<file path="config.mk">
export PLATFORM = sky130hd
export DESIGN_NAME = ultrasonic_echo_responder
export DESIGN_NICKNAME = d
export VERILOG_FILES = /design/src/rtl/ultrasonic_echo_responder.sv
export SDC_FILE = /design/constraint.sdc
export NUM_CORES = 1
export LEC_CHECK = 0
export CAP_MARGIN = 20
export CORE_ASPECT_RATIO = 0.7
export CORE_UTILIZATION = 45
export DETAILED_ROUTE_END_ITERATION = 6
export PLACE_DENSITY = 0.6
export SETUP_SLACK_MARGIN = 0.3
export SLEW_MARGIN = 20
export SYNTH_ARGS = -nofsm -noshare
export SYNTH_HDL_FRONTEND = slang
export SYNTH_SLANG_ARGS = --single-unit
</file>
<file path="constraint.sdc">
create_clock -name clk -period 5.8 [get_ports clk]
set_input_delay 1.74 -clock clk [delete_from_list [all_inputs] [get_ports clk]]
set_output_delay 1.74 -clock clk [all_outputs]
set_load 0.02 [all_outputs]
</file>
<file path="src/rtl/ultrasonic_echo_responder.sv">
// HC-SR04 style sensor model: answers a validated trig pulse with an echo whose width encodes dist_cm.
// Optional measurement noise: define ECHO_JITTER_EN to add an 8-bit LFSR value to every echo width.
module ultrasonic_echo_responder #(
  parameter int unsigned TRIG_MIN_CYC    = 500,
  parameter int unsigned BURST_DELAY_CYC = 25000,
  parameter int unsigned CYC_PER_CM      = 2900,
  parameter int unsigned MAX_CM          = 400,
  parameter int unsigned MAX_ECHO_CYC    = 1900000,
  parameter int unsigned HOLDOFF_CYC     = 500000
) (
  input  logic       clk,
  input  logic       rst,
  input  logic       trig,
  input  logic [8:0] dist_cm,
  output logic       echo,
  output logic       busy,
  output logic       meas_done,
  output logic       err_short
);

  localparam int CW = 21;
  localparam int TW = $clog2(TRIG_MIN_CYC + 1);

  typedef enum logic [2:0] {
    IDLE    = 3'd0,
    TRIG_HI = 3'd1,
    BURST   = 3'd2,
    ECHO    = 3'd3,
    HOLDOFF = 3'd4
  } state_t;

  state_t          state, next_state;
  logic            trig_meta, trig_s, trig_prev;
  logic [TW-1:0]   wcnt, wcnt_nxt;
  logic [CW-1:0]   cnt, cnt_nxt;
  logic [CW-1:0]   width, width_nxt;
  logic            meas_done_nxt, err_short_nxt;
  logic            accept;
  logic [7:0]      jitter;

  function automatic logic [CW-1:0] echo_width(input logic [8:0] d, input logic [7:0] j);
    logic [CW-1:0] base;
    if (d == 9'd0 || d > 9'(MAX_CM)) begin
      base = CW'(MAX_ECHO_CYC);
    end else begin
      base = CW'(d) * CW'(CYC_PER_CM);
    end
    return base + CW'(j);
  endfunction

`ifdef ECHO_JITTER_EN
  logic [7:0] lfsr;

  // Fibonacci taps for x^8+x^6+x^5+x^4+1
  function automatic logic [7:0] lfsr_step(input logic [7:0] l);
    return {l[6:0], l[7] ^ l[5] ^ l[4] ^ l[3]};
  endfunction

  always_ff @(posedge clk or posedge rst) begin
    if (rst) begin
      lfsr <= 8'hA5;
    end else if (accept) begin
      lfsr <= lfsr_step(lfsr);
    end
  end

  assign jitter = lfsr;
`else
  assign jitter = 8'd0;
`endif

  always_ff @(posedge clk or posedge rst) begin
    if (rst) begin
      trig_meta <= 1'b0;
      trig_s    <= 1'b0;
      trig_prev <= 1'b0;
    end else begin
      trig_meta <= trig;
      trig_s    <= trig_meta;
      trig_prev <= trig_s;
    end
  end

  always_comb begin
    next_state    = state;
    wcnt_nxt      = wcnt;
    cnt_nxt       = cnt;
    width_nxt     = width;
    meas_done_nxt = 1'b0;
    err_short_nxt = 1'b0;
    accept        = 1'b0;
    case (state)
      IDLE: begin
        if (trig_s && !trig_prev) begin
          wcnt_nxt   = '0;
          next_state = TRIG_HI;
        end
      end
      TRIG_HI: begin
        // Width counter saturates so a stuck-high trigger cannot wrap back to "short"
        if (trig_s) begin
          if (wcnt < TW'(TRIG_MIN_CYC)) begin
            wcnt_nxt = wcnt + TW'(1);
          end
        end else if (wcnt >= TW'(TRIG_MIN_CYC)) begin
          accept     = 1'b1;
          width_nxt  = echo_width(dist_cm, jitter);
          cnt_nxt    = '0;
          next_state = BURST;
        end else begin
          err_short_nxt = 1'b1;
          next_state    = IDLE;
        end
      end
      BURST: begin
        if (cnt == CW'(BURST_DELAY_CYC)) begin
          cnt_nxt    = '0;
          next_state = ECHO;
        end else begin
          cnt_nxt = cnt + CW'(1);
        end
      end
      ECHO: begin
        if (cnt == width - CW'(1)) begin
          cnt_nxt       = '0;
          meas_done_nxt = 1'b1;
          next_state    = HOLDOFF;
        end else begin
          cnt_nxt = cnt + CW'(1);
        end
      end
      HOLDOFF: begin
        if (cnt == CW'(HOLDOFF_CYC - 1)) begin
          cnt_nxt    = '0;
          next_state = IDLE;
        end else begin
          cnt_nxt = cnt + CW'(1);
        end
      end
      default: begin
        next_state = IDLE;
      end
    endcase
  end

  // Outputs are registered from the next state so echo lines up exactly with the ECHO state
  always_ff @(posedge clk or posedge rst) begin
    if (rst) begin
      state     <= IDLE;
      wcnt      <= '0;
      cnt       <= '0;
      width     <= '0;
      echo      <= 1'b0;
      busy      <= 1'b0;
      meas_done <= 1'b0;
      err_short <= 1'b0;
    end else begin
      state     <= next_state;
      wcnt      <= wcnt_nxt;
      cnt       <= cnt_nxt;
      width     <= width_nxt;
      echo      <= (next_state == ECHO);
      busy      <= (next_state != IDLE);
      meas_done <= meas_done_nxt;
      err_short <= err_short_nxt;
    end
  end

endmodule

</file>
==> results of run 1 <==
## registers in the layout (all words and copies together), names as in the netlist
register   cells
busy           1
cnt           21
echo           1
err_short      1
meas_done      1
state          3
trig_meta      1
trig_prev      1
trig_s         1
wcnt           9
width         19
## timing repair
item	in CTS	in global routing
pin swaps	0	5
setup endpoints to repair	1	7
resized for setup	1	18
## cell usage in the layout, fill, tap and decap left out, types with 4 or more instances in the layout
| cell | Yosys | final |
|---|---|---|
| sky130_fd_sc_hd__a211o_1 | 5 | 5 |
| sky130_fd_sc_hd__a21o_1 | 4 | 4 |
| sky130_fd_sc_hd__a21oi_1 | 31 | 30 |
| sky130_fd_sc_hd__a22o_1 | 5 | 5 |
| sky130_fd_sc_hd__a31oi_1 | 9 | 6 |
| sky130_fd_sc_hd__and3_1 | 13 | 13 |
| sky130_fd_sc_hd__buf_4 | 0 | 21 |
| sky130_fd_sc_hd__clkbuf_16 | 0 | 9 |
| sky130_fd_sc_hd__clkdlybuf4s50_1 | 0 | 10 |
| sky130_fd_sc_hd__dfrtp_1 | 59 | 59 |
| sky130_fd_sc_hd__dlymetal6s2s_1 | 0 | 5 |
| sky130_fd_sc_hd__fa_1 | 23 | 23 |
| sky130_fd_sc_hd__ha_1 | 56 | 52 |
| sky130_fd_sc_hd__inv_1 | 88 | 86 |
| sky130_fd_sc_hd__mux2i_1 | 4 | 4 |
| sky130_fd_sc_hd__nand2_1 | 51 | 51 |
| sky130_fd_sc_hd__nand3_1 | 34 | 33 |
| sky130_fd_sc_hd__nand4_1 | 11 | 11 |
| sky130_fd_sc_hd__nor2_1 | 39 | 39 |
| sky130_fd_sc_hd__nor3_1 | 21 | 20 |
| sky130_fd_sc_hd__nor4b_1 | 4 | 4 |
| sky130_fd_sc_hd__o211ai_1 | 4 | 4 |
| sky130_fd_sc_hd__o21ai_0 | 26 | 24 |
| sky130_fd_sc_hd__o21ai_1 | 8 | 10 |
| sky130_fd_sc_hd__o22ai_1 | 4 | 4 |
| sky130_fd_sc_hd__o31ai_1 | 6 | 6 |
| sky130_fd_sc_hd__or3_1 | 6 | 6 |
| sky130_fd_sc_hd__xnor2_1 | 19 | 19 |
| sky130_fd_sc_hd__xor2_1 | 17 | 17 |
## area by class of cell
cell class / count / area, um2 / area share [%]
multi-input cells: 463 / 3580 / 57.7
well taps: 157 / 196 / 3.17
clock buffers: 11 / 243 / 3.91
repair buffers: 36 / 320 / 5.16
clock inverters: 5 / 52.6 / 0.847
flip-flops and latches: 59 / 1480 / 23.8
inverters: 89 / 334 / 5.38
## metrics by stage
step / TNS [ps] / total power, mW / setup WS (ps) / instance area (um2) / cells
after floorplan: 0 / 1.04 / 829 / 5420 / 637
after global placement: 0 / 1.21 / 39.9 / 5820 / 804
after detailed placement: -74.5 / 1.23 / -69.6 / 5820 / 804
after CTS: 0 / 1.76 / 327 / 6120 / 820
after global routing: 0 / 1.95 / 319 / 6210 / 820
final: 0 / 1.81 / 476 / 6210 / 820
## metal layers
metal  part of all wire [%]  vias to the layer above  GRT usage [%]
li1                       -                     2254              -
met1                     54                     2293           38.4
met3                    5.2                       10           5.12
met2                     40                      100           33.1
met5                      0                        -              0
met4                   0.58                        0           4.36
## logic make-up after synthesis
| logic type | Yosys count | share of synthesized area (%) |
|---|---|---|
| AOI/OAI and AO/OA | 130 | 15.8 |
| xor gates and xnor gates | 36 | 5.82 |
| adders and majority gates | 79 | 21.4 |
| buffers and inverters | 115 | 8.26 |
| DFF | 59 | 27.2 |
| muxes | 4 | 0.739 |
| and+or+nand+nor | 214 | 20.8 |
## power by group through the flow
stage | Combinational, mW | Clock (mW) | Sequential, mW
2_1_floorplan | 0.542 | 0 | 0.496
3_3_place_gp | 0.703 | 0 | 0.509
3_5_place_dp | 0.715 | 0 | 0.511
4_1_cts | 0.722 | 0.537 | 0.505
5_1_grt | 0.882 | 0.556 | 0.511
6_report | 0.771 | 0.529 | 0.505
## worst max path at each step
stage                           end  cells after the start
after floorplan           width[17]                     16
after global placement    width[20]                     16
after detailed placement  width[20]                     16
after CTS                 width[19]                     16
after global routing      width[19]                     17
final                     width[20]                     16
==> impl_results.md, run 1 <==
- Clock buffer count from CTS: 9
- Die area: 0.0125 mm2
- Die Wd: 133 um
- Overall track demand over capacity in global routing: 24.2%
- Data arrival time of the critical path: 5510 ps
- Largest net degree at the start of global routing: 32
- Number of cells on the worst hold path: 0
- Library cells used by synthesis: 66
- Mapped cell area: 0.00542 mm2
- Slew Limit Headroom: 38.5%
- Fraction of power consumed by sequential logic: 28.0%
- Endpoint of the worst-slack reg-to-reg timing path: cnt[19]
- Yosys Warn Count: 0
- Vias in the first global route: 4,426
- I/O pins: 16
- Crit path time final: 5320 ps
- Number of vias in the routed layout: 4,657
- Transition time at the pin with the least slew margin: 919 ps
- Logic gate share of total power: 42.7%
- Highest net fanout along the worst path: 4
- Final setup viols: 0
- Library cell appearing most often on the critical path: sky130_fd_sc_hd__fa_1
- Internal power contribution: 1.15 mW
- Switching power share of the total: 36.2%
- Largest area contributor in the netlist: sky130_fd_sc_hd__dfrtp_1
- DRC violation count after routing: 0
- Initial standard-cell utilization of the core: 46.2%
- Required time reported for the critical path endpoint: 5980 ps
- Synthesized instance count: 637
- CP startpoint kind: primary input
- Number of nets in the synthesized netlist: 728
- Hold buffer count at CTS: 0
- Total power per unit cell area: 291 mW/mm2
- Standby leakage power: 2.79 nW
- Worst hold path endpoint: trig_s
- Status: complete, no violations
- Library cell with the highest instance count after synthesis: sky130_fd_sc_hd__inv_1
- Critical Setup Path Class: in2reg
- Total congestion overflow after global routing: 0
- Final period util: 91.8%
- Clock transition at path regs: 50 ps
- Final Hold Vio Count: 0
- Number of nets in the final layout: 749
- Count of pins over their slew limit: 0
- Height of the die: 93.8 um
- Highest achievable clock rate: 188 MHz
- Start point of the worst hold path: trig_meta
- Setup Skew: 6.11 ps
- Post-DR wirelength/cell: 17.0 um
- Antenna violation net count after detailed routing: 0
- Cell at the root of the clock tree: sky130_fd_sc_hd__clkbuf_16
- Wire length of the first global-routing pass: 23.3 mm
- Worst hold slack: 358 ps
- Reg2reg start: width[2]
- Post-synthesis async set-or-reset flop share: 100%
- Setup repair after global routing missed its margin: no
- Top post-synthesis cells by area: sky130_fd_sc_hd__dfrtp_1, sky130_fd_sc_hd__ha_1, sky130_fd_sc_hd__fa_1
- CP Capture Type: register
- CP peak stage delay: 540 ps
- Average size of a mapped cell: 8.51 um2
- Number of max-cap violations: 0
- Worst min-delay path class: reg2reg
- Crit path buf inv count: 3
- Depth of the CTS H-tree: 3
- Antenna diodes: 0
- Slowest-stage cell, CP: sky130_fd_sc_hd__fa_1
- Total core area: 0.0117 mm2
- Worst-case clock buffer depth: 2
- Total of flip-flops plus latches after synthesis: 59
- Sequential-to-total area share from yosys stat: 27.2%
- Layout cell share with drive strength beyond 1: 8.75%
- Post-CTS Setup Repair Bufs: 0
- TritonCTS clock tree: built
- Crit-path leading delay family: adder cells
- Routed wire length: 14.0 mm
- Number of enable flip-flop cells after synthesis: 0
- Switching Power: 0.654 mW
- Clock Power Share: 29.3%
- Setup slack, reg-to-reg: 2080 ps
- Worst setup path startpoint: dist_cm[3]
- # fillers: 1,125
- Depth of the worst register-to-register path: 11
- Area growth from synthesis to final layout: 14.5%
- Number of clock sinks seen by CTS: 59
- Series of cell instances along the critical path: clkdlybuf4s50_1, ha_2, inv_1, fa_1, fa_1, fa_1, inv_1, ha_1, nor3_1, nor2_1, nand3_2, a31oi_4, nand3_1, nand2_1, xor2_1, a21oi_1
- Placer Congestion: 0.880
- Final cell utilization of the core: 52.9%
- Antenna violations before repair: 0
- Detailed-placement wirelength estimate: 10.8 mm
- Std cell rows: 33
- Number of buffer cells added on primary ports: 15
- Post-synth top flop: sky130_fd_sc_hd__dfrtp_1
- Initial DRT Pass Iterations: 5
- Maximum vdd drop: 145 uV
- Iter 0 DRT Violations: 437
- Synth top area share: 27.2%
- Via density per instance: 5.68
- Post-synth top cells: sky130_fd_sc_hd__inv_1, sky130_fd_sc_hd__dfrtp_1, sky130_fd_sc_hd__ha_1, sky130_fd_sc_hd__nand2_1, sky130_fd_sc_hd__nor2_1
- Worst skew pair latency: 330 ps
Note: power is estimated with default switching activity, not from simulation.
==> run 2, diff against run 1 <==
- CTS_CLUSTER_SIZE: unset -> 24
==> results of run 2 <==
The final DEF is identical to that of run 1; final timing and power are the same.
